===== config.mk =====
export PLATFORM = sky130hd
export DESIGN_NAME = rx_cmd_sequencer
export DESIGN_NICKNAME = d
export VERILOG_FILES = /design/src/rtl/rx_cmd_sequencer.sv
export SDC_FILE = /design/constraint.sdc
export NUM_CORES = 1
export LEC_CHECK = 0
export CAP_MARGIN = 20
export CORE_MARGIN = 4
export CORE_UTILIZATION = 28
export DETAILED_ROUTE_END_ITERATION = 8
export GPL_TIMING_DRIVEN = 0
export SETUP_SLACK_MARGIN = 0.2
export SYNTH_ARGS = -nofsm -noshare
export SYNTH_HDL_FRONTEND = slang
export SYNTH_SLANG_ARGS = --single-unit

===== constraint.sdc =====
create_clock -name clk -period 4.8 [get_ports clk]
set_input_delay 0.96 -clock clk [delete_from_list [all_inputs] [get_ports clk]]
set_output_delay 0.96 -clock clk [all_outputs]
set_load 0.02 [all_outputs]

===== src/rtl/rx_cmd_sequencer.sv =====
// rx_cmd_sequencer: decodes UART command frames into register-file accesses,
// ALU operations and TX FIFO responses.
module rx_cmd_sequencer (
    input  logic        clk,
    input  logic        rst_n,
    input  logic [7:0]  rx_data,
    input  logic        rx_valid,
    input  logic        rx_err,
    output logic [3:0]  reg_addr,
    output logic [7:0]  reg_wr_data,
    output logic        reg_wr_en,
    output logic        reg_rd_en,
    input  logic [7:0]  reg_rd_data,
    input  logic        reg_rd_valid,
    output logic [3:0]  alu_fun,
    output logic        alu_en,
    input  logic [15:0] alu_out,
    input  logic        alu_out_valid,
    output logic [7:0]  tx_data,
    output logic        tx_wr,
    input  logic        tx_full,
    output logic        alu_clk_en,
    output logic        busy
);

    localparam logic [7:0] CMD_WR  = 8'hAA;
    localparam logic [7:0] CMD_RD  = 8'hBB;
    localparam logic [7:0] CMD_OP  = 8'hCC;
    localparam logic [7:0] CMD_ALU = 8'hDD;

    typedef enum logic [3:0] {
        IDLE     = 4'd0,
        WR_ADDR  = 4'd1,
        WR_DATA  = 4'd2,
        RD_ADDR  = 4'd3,
        RD_WAIT  = 4'd4,
        OP_A     = 4'd5,
        OP_B     = 4'd6,
        ALU_FUN  = 4'd7,
        ALU_WAIT = 4'd8,
        SEND_LO  = 4'd9,
        SEND_HI  = 4'd10
    } state_t;

    state_t     state;
    logic [7:0] resp_hi;
    logic       two_byte;
    logic       rx_ok;
    logic       rx_bad;

    // Qualified byte strobes: only error-free bytes are consumed.
    assign rx_ok  = rx_valid & ~rx_err;
    assign rx_bad = rx_valid &  rx_err;

    // Command sequencer; busy and alu_clk_en are registered alongside each state change.
    always_ff @(posedge clk or negedge rst_n) begin
        if (!rst_n) begin
            state       <= IDLE;
            busy        <= 1'b0;
            alu_clk_en  <= 1'b0;
            reg_addr    <= 4'd0;
            reg_wr_data <= 8'd0;
            reg_wr_en   <= 1'b0;
            reg_rd_en   <= 1'b0;
            alu_fun     <= 4'd0;
            alu_en      <= 1'b0;
            tx_data     <= 8'd0;
            tx_wr       <= 1'b0;
            resp_hi     <= 8'd0;
            two_byte    <= 1'b0;
        end else begin
            reg_wr_en <= 1'b0;
            reg_rd_en <= 1'b0;
            alu_en    <= 1'b0;
            tx_wr     <= 1'b0;

            if (rx_bad && (state inside {WR_ADDR, WR_DATA, RD_ADDR, OP_A, OP_B, ALU_FUN})) begin
                // A corrupted byte mid-frame drops the whole frame.
                state      <= IDLE;
                busy       <= 1'b0;
                alu_clk_en <= 1'b0;
            end else begin
                case (state)
                    IDLE: begin
                        if (rx_ok) begin
                            case (rx_data)
                                CMD_WR: begin
                                    state <= WR_ADDR;
                                    busy  <= 1'b1;
                                end
                                CMD_RD: begin
                                    state <= RD_ADDR;
                                    busy  <= 1'b1;
                                end
                                CMD_OP: begin
                                    state      <= OP_A;
                                    busy       <= 1'b1;
                                    alu_clk_en <= 1'b1;
                                end
                                CMD_ALU: begin
                                    state      <= ALU_FUN;
                                    busy       <= 1'b1;
                                    alu_clk_en <= 1'b1;
                                end
                                default: ;
                            endcase
                        end
                    end
                    WR_ADDR: begin
                        if (rx_ok) begin
                            reg_addr <= rx_data[3:0];
                            state    <= WR_DATA;
                        end
                    end
                    WR_DATA: begin
                        if (rx_ok) begin
                            reg_wr_data <= rx_data;
                            reg_wr_en   <= 1'b1;
                            state       <= IDLE;
                            busy        <= 1'b0;
                        end
                    end
                    RD_ADDR: begin
                        if (rx_ok) begin
                            reg_addr  <= rx_data[3:0];
                            reg_rd_en <= 1'b1;
                            state     <= RD_WAIT;
                        end
                    end
                    RD_WAIT: begin
                        if (reg_rd_valid) begin
                            tx_data  <= reg_rd_data;
                            two_byte <= 1'b0;
                            state    <= SEND_LO;
                        end
                    end
                    OP_A: begin
                        if (rx_ok) begin
                            reg_addr    <= 4'd0;
                            reg_wr_data <= rx_data;
                            reg_wr_en   <= 1'b1;
                            state       <= OP_B;
                        end
                    end
                    OP_B: begin
                        if (rx_ok) begin
                            reg_addr    <= 4'd1;
                            reg_wr_data <= rx_data;
                            reg_wr_en   <= 1'b1;
                            state       <= ALU_FUN;
                        end
                    end
                    ALU_FUN: begin
                        if (rx_ok) begin
                            alu_fun <= rx_data[3:0];
                            alu_en  <= 1'b1;
                            state   <= ALU_WAIT;
                        end
                    end
                    ALU_WAIT: begin
                        if (alu_out_valid) begin
                            tx_data    <= alu_out[7:0];
                            resp_hi    <= alu_out[15:8];
                            two_byte   <= 1'b1;
                            state      <= SEND_LO;
                            alu_clk_en <= 1'b0;
                        end
                    end
                    SEND_LO: begin
                        // tx_data is already loaded and stays put while the FIFO is full.
                        if (!tx_full) begin
                            tx_wr <= 1'b1;
                            if (two_byte) begin
                                state <= SEND_HI;
                            end else begin
                                state <= IDLE;
                                busy  <= 1'b0;
                            end
                        end
                    end
                    SEND_HI: begin
                        // Swap in the high byte only once the low-byte push has been presented.
                        if (tx_wr) begin
                            tx_data <= resp_hi;
                        end else if (!tx_full) begin
                            tx_wr <= 1'b1;
                            state <= IDLE;
                            busy  <= 1'b0;
                        end
                    end
                    default: begin
                        state      <= IDLE;
                        busy       <= 1'b0;
                        alu_clk_en <= 1'b0;
                    end
                endcase
            end
        end
    end

endmodule


==> flow_summary.ini, run 1 <==
[drt]
drtIter0Drc = 139
drt-total-wl_um = 6140
drtAntennaViolNets = 0
avgRoutedWirePerCell_um = 15.5
via_per_inst = 4.98
drc = 0
first_pass_iters = 5
num_vias = 1972

[clocking]
cts-root-buf = clkbuf_8
cts_setup_buffers = 0
insertion_delay_ns = 0.30
clock_path_buffers = 2
clock_sinks = 43
cts_buffers = 5
postCtsResizedCells = 0
cts_tree = done
holdBufCountCts = 0
h-tree-depth = 2
clkTransAtPathRegs_ns = 0.09

[sta]
fmax_ghz = 0.368
period_needed_ns = 2.72
clock_skew_ns = 0.00786
rsz0062_at_grt = false
relSlewSlack_pct = 58.6
tns_ns = 0
finalWorstSetupSlack_ns = 2.08
finalSetupViolations = 0
whs_ns = 0.497
worstMarginPinSlew_ns = 0.621
slew_violations = 0
finalCritPeriodShare_pct = 56.6
hold_viol = 0

[worst_setup_path]
worstSetupStartpointType = input pin
critPathKind = in2reg
r2r-end = tx_data[2]
arrival_ns = 2.90
path_cells = clkdlybuf4s50_1 > nand2b_1 > nor3_1 > o2111ai_4 > o41ai_1
r2r_slack_ns = 2.73
crit_path_max_fanout = 8
regToRegStartpoint = state[1]
r2r_cells = 5
cp_slowest_cell = clkdlybuf4s50_1
cp_data_required_time_ns = 4.99
crit_path_end_kind = register
cpPeakStageDelay_ns = 0.64

[floorplan]
dieArea_sq_mm = 0.00978
die_w_um = 98.9
dieHeight_um = 98.9
initial_utilization_pct = 29.3
ioPinCount = 69
row_count = 32
core_area_sq_mm = 0.00789

[synthesis]
yosys_warnings = 0
yosysTopAreaCellShare_pct = 46.5
synth_edf_count = 0
netlist-cell-type-count = 44
yosys_most_used_dff = dfrtp_1
synthCells = 217
ys_ff_latch = 43
async_reset_ff_share_pct = 100
synth_top_cell_by_area = dfrtp_1
synth_area_sq_mm = 0.00231
synth_seq_area_share_pct = 46.5
syn_area_per_cell_sq_um = 10.7
ys_top_cells_by_area = dfrtp_1 47%, mux2_2 15%, mux2i_1 3.9%, o21ai_0 3.9%, nand2_1 3.9%
synth_nets = 256

[finish]
fin_cells = 396
post-route-util_pct = 40.9
antennaDiodeCount = 0
final_common_cell = clkdlybuf4s50_1
design_area_sq_mm = 0.00323
n_fill_cell = 764
final_cell_mix = 67 x clkdlybuf4s50_1, 43 x dfrtp_1, 31 x mux2_2
final_nets = 332
drive_gt1_share_pct = 18.0
area_growth_pct = 39.6

[placement]
dpl.hpwl_um = 4590
port_buffers = 68
routabilityCongestion = 0.894
placed_area_sq_mm = 0.00314
dp_slack_ns = 1.79
place_inst = 388

[power_and_ir_drop]
irDropWorstVdd_mv = 0.280
switching_power_uw = 726
leakage_nw = 1.30
clkPwrFrac_pct = 13.3
sw_frac_of_total_pct = 39.7
power.internal_mw = 1.10
p_per_area_mw_per_mm2 = 566
p_seq_share_pct = 32.5
combPwrFrac_pct = 54.1
total_power_mw = 1.83

[grt]
track_usage_pct = 12.7
grt_pass1_vias = 1971
antenna_found_initial = 0
grt-ovfl-total = 0
grt_pass1_wl_um = 10200
grt_max_degree = 30

[worst_hold_path]
min_to = reg_addr[3]
worstHoldPathCells = 2
hold_path_class = reg2reg
min-delay-start = reg_addr[3]

[job]
cap_violations = 0

[run_status]
status = complete, no violations
per-layer routing:
| metal | track usage [%] | wire [um] | vias up |
|---|---|---|---|
| met4 | 3.78 | 59 | 0 |
| met1 | 16.8 | 2790 | 958 |
| li1 | - | - | 936 |
| met3 | 4.03 | 480 | 5 |
| met5 | 0 | 0 | - |
| met2 | 19.9 | 2810 | 73 |
power by group through the flow:
stage	sequential, mW	clock (mW)	combinational, mW
finish	0.595	0.244	0.989
global route	0.617	0.268	1.07
CTS	0.597	0.254	0.996
detailed placement	0.602	0	0.993
global placement	0.599	0	0.982
floorplan	0.708	0	0.512
cells by family after synthesis:
kind of cell    count (synthesis)  share of synthesized area (%)
simple gates                   70                           16.3
buf+inv                        14                           3.08
xor+xnor                        3                           1.14
mux                            40                           19.0
compound gates                 47                           14.0
flops                          43                           46.5
worst max path at each step:
stage               slack [ns]  depth (start not counted)             end       start
finish                    2.08                          5        state[2]    rx_valid
global route              1.97                          6        state[2]  rx_data[1]
CTS                       2.10                          5        state[2]    rx_valid
detailed placement        1.79                          6        state[2]  rx_data[5]
global placement          1.49                          1  reg_wr_data[5]       rst_n
floorplan                 2.57                          5        state[2]  rx_data[5]
layout make-up:
cell class              count  area (sq um)  share of cell area, %
plain buffers              11          60.1                   1.86
repair buffers             69           696                   21.5
inverters                   3          11.3                  0.349
clock inverters             3          23.8                  0.736
clock buffers               5          68.8                   2.13
multi-input cells         160          1170                   36.1
well taps                 102           128                   3.95
flip-flops and latches     43          1080                   33.3
critical path: cells and delay by family:
family	cells	cell delay (ns)
and+or+nand+nor	2	0.72
AOI/OAI and AO/OA	2	0.58
buffers and inverters	1	0.64
cells in the mapped netlist (2+ instances only):
cell and count:
dfrtp_1 43, mux2_2 31, nand2_1 24, o21ai_0 18, nand2b_1 11, a21oi_1 10, nor2_1 10, mux2i_1 9
nor3_1 5, clkbuf_1 4, a31oi_1 3, buf_2 3, inv_1 3, nand3_1 3, o2bb2ai_1 3, a211oi_1 2
a2bb2oi_1 2, buf_1 2, buf_6 2, nor2b_1 2, nor3b_1 2, nor4_1 2, xnor2_1 2
state kept, by name, summed over array words and instances (netlist names):
register,flops
alu_clk_en,1
alu_en,1
alu_fun,4
busy,1
reg_addr,4
reg_rd_en,1
reg_wr_data,8
reg_wr_en,1
resp_hi,8
state,4
two_byte,1
tx_data,8
tx_wr,1
(Power assumes the default switching activity.)
==> run 2, diff against run 1 <==
==> constraint.sdc (replaced) <==
create_clock -name clk -period 2.73 [get_ports clk]
set_input_delay 0.546 -clock clk [delete_from_list [all_inputs] [get_ports clk]]
set_output_delay 0.546 -clock clk [all_outputs]
set_load 0.02 [all_outputs]
==> results of run 2 <==
The final DEF is identical to that of run 1. Status: complete, no violations.
Among the figures that moved: setup slack after placement 1.79 ns -> 0.138 ns; setup slack after layout 2.08 ns -> 0.428 ns; hold slack 0.497 ns -> 0.152 ns; register-to-register setup slack 2.73 ns -> 0.66 ns; total power 1.83 mW -> 3.21 mW; worst IR drop on VDD 0.280 mV -> 0.492 mV
==> run 3, diff against run 2 <==
==> constraint.sdc (replaced) <==
create_clock -name clk -period 2 [get_ports clk]
set_input_delay 0.4 -clock clk [delete_from_list [all_inputs] [get_ports clk]]
set_output_delay 0.4 -clock clk [all_outputs]
set_load 0.02 [all_outputs]
==> run 3 against run 2 <==
Combinational power grew 60%. Clock-buffer cell count grew 1. Via count grew 1.5%. Total power grew 54%. Non-clock buffer count grew 13. Die area is the same. Flip-flop and latch count is the same. Worst hold slack lost 0.078 ns. Worst setup slack lost 0.38 ns.
==> flow_summary.ini, run 3 (same netlist as run 1, synthesis figures left out) <==
[grt]
grt-ovfl-total = 0
grt_pass1_wl_um = 10200
track_usage_pct = 12.9
antenna_found_initial = 0
grt_pass1_vias = 2030
grt_max_degree = 24

[worst_hold_path]
hold_path_class = in2async

[placement]
port_buffers = 68
dpl.hpwl_um = 4520
routabilityCongestion = 0.894
place_inst = 388

[floorplan]
row_count = 32
ioPinCount = 69
dieHeight_um = 98.9
core_area_sq_mm = 0.00789
initial_utilization_pct = 29.3
dieArea_sq_mm = 0.00978
die_w_um = 98.9

[sta]
relSlewSlack_pct = 63.8
fmax_ghz = 0.512
finalSetupViolations = 0
rsz0062_at_grt = true
finalCritPeriodShare_pct = 97.6
period_needed_ns = 1.95
hold_viol = 0
slew_violations = 0
worstMarginPinSlew_ns = 0.543
whs_ns = 0.0742
clock_skew_ns = 0.00281

[finish]
regArea_sq_mm = 0.00108
multi_input_comb_area_sq_mm = 0.00131
final_common_cell = clkdlybuf4s50_1
final_cell_mix = 61 x clkdlybuf4s50_1, 41 x dfrtp_1, 24 x nand2_1
drive_gt1_share_pct = 29.6
post-route-util_pct = 45.2
top_regs = reg_wr_data x8, resp_hi x8, tx_data x8
antennaDiodeCount = 0
fin_cells = 409
area_growth_pct = 54.0
final_nets = 345
n_fill_cell = 722

[clocking]
clkTransAtPathRegs_ns = 0.08
cts-root-buf = clkbuf_8
cts_buffers = 5
h-tree-depth = 2
clock_sinks = 43
cts_tree = done
clock_path_buffers = 2
insertion_delay_ns = 0.30
holdBufCountCts = 0

[job]
cap_violations = 0

[power_and_ir_drop]
p_per_area_mw_per_mm2 = 1380
irDropWorstVdd_mv = 0.611
leakage_nw = 1.53
total_power_mw = 4.93

[worst_setup_path]
arrival_ns = 2.14
r2r_slack_ns = 0.05
cp_data_required_time_ns = 2.19
crit_path_end_kind = register
worstSetupStartpointType = register
crit_path_max_fanout = 4
critPathKind = reg2reg

[drt]
num_vias = 2001
drt-total-wl_um = 6370
drtIter0Drc = 166
avgRoutedWirePerCell_um = 15.6
via_per_inst = 4.89
drtAntennaViolNets = 0
drc = 0
first_pass_iters = 5

[run_status]
status = complete, no violations
run 3: repair_timing:
action / in CTS / in global routing
resized for setup: 11 / 40
setup endpoints to repair: 37 / 26
setup buffers: 9 / 4
pin swaps: 6 / 5
run 3: area by class of cell:
| type | instances | area share [%] |
|---|---|---|
| buffer | 11 | 1.93 |
| inverter | 3 | 0.421 |
| sequential | 43 | 30.3 |
| clock buffer | 6 | 2.32 |
| tap | 102 | 3.58 |
| clock inverter | 2 | 0.983 |
| multi-input combinational | 160 | 36.9 |
| timing repair buffer | 82 | 23.6 |
run 3: layer usage:
metal	track usage [%]	wire (um)	vias up
li1	-	-	957
met1	16.9	2820	956
met2	20.9	3040	77
met3	3.18	431	11
met4	4.10	80	0
met5	0	0	-
run 3: path summary, 6_finish.rpt:
check / from / end / cells after the start
min in group clk: reg_rd_valid / two_byte / 4
max in group asynchronous: rst_n / state[2] / 2
hold reg to reg: reg_addr[2] / reg_addr[2] / 2
hold / removal: rst_n / busy / 1
setup / recovery: state[0] / state[1] / 6
setup reg to reg: state[0] / state[1] / 6
run 3: power by group:
part / switching (mW) / internal [mW]
clock: 0.312 / 0.404
combinational: 1.34 / 1.45
sequential: 0.207 / 1.22
run 3: stage by stage:
step / setup slack [ns] / setup TNS, ns / instance area (sq um)
after floorplan: 0.130 / 0 / 2320
after global placement: -0.719 / -39.84 / 3130
after detailed placement: -0.540 / -9.40 / 3160
after CTS: 0.0362 / 0 / 3400
after global routing: -0.0261 / -0.0649 / 3560
final: 0.0482 / 0 / 3560
run 3: critical path: stages, from the launching register on:
cell and delay, ns:
dfrtp_1 0.38, buf_6 0.13, or2_1 0.23, buf_6 0.12, or3_4 0.34, o2111ai_4 0.30
mux2_4 0.33
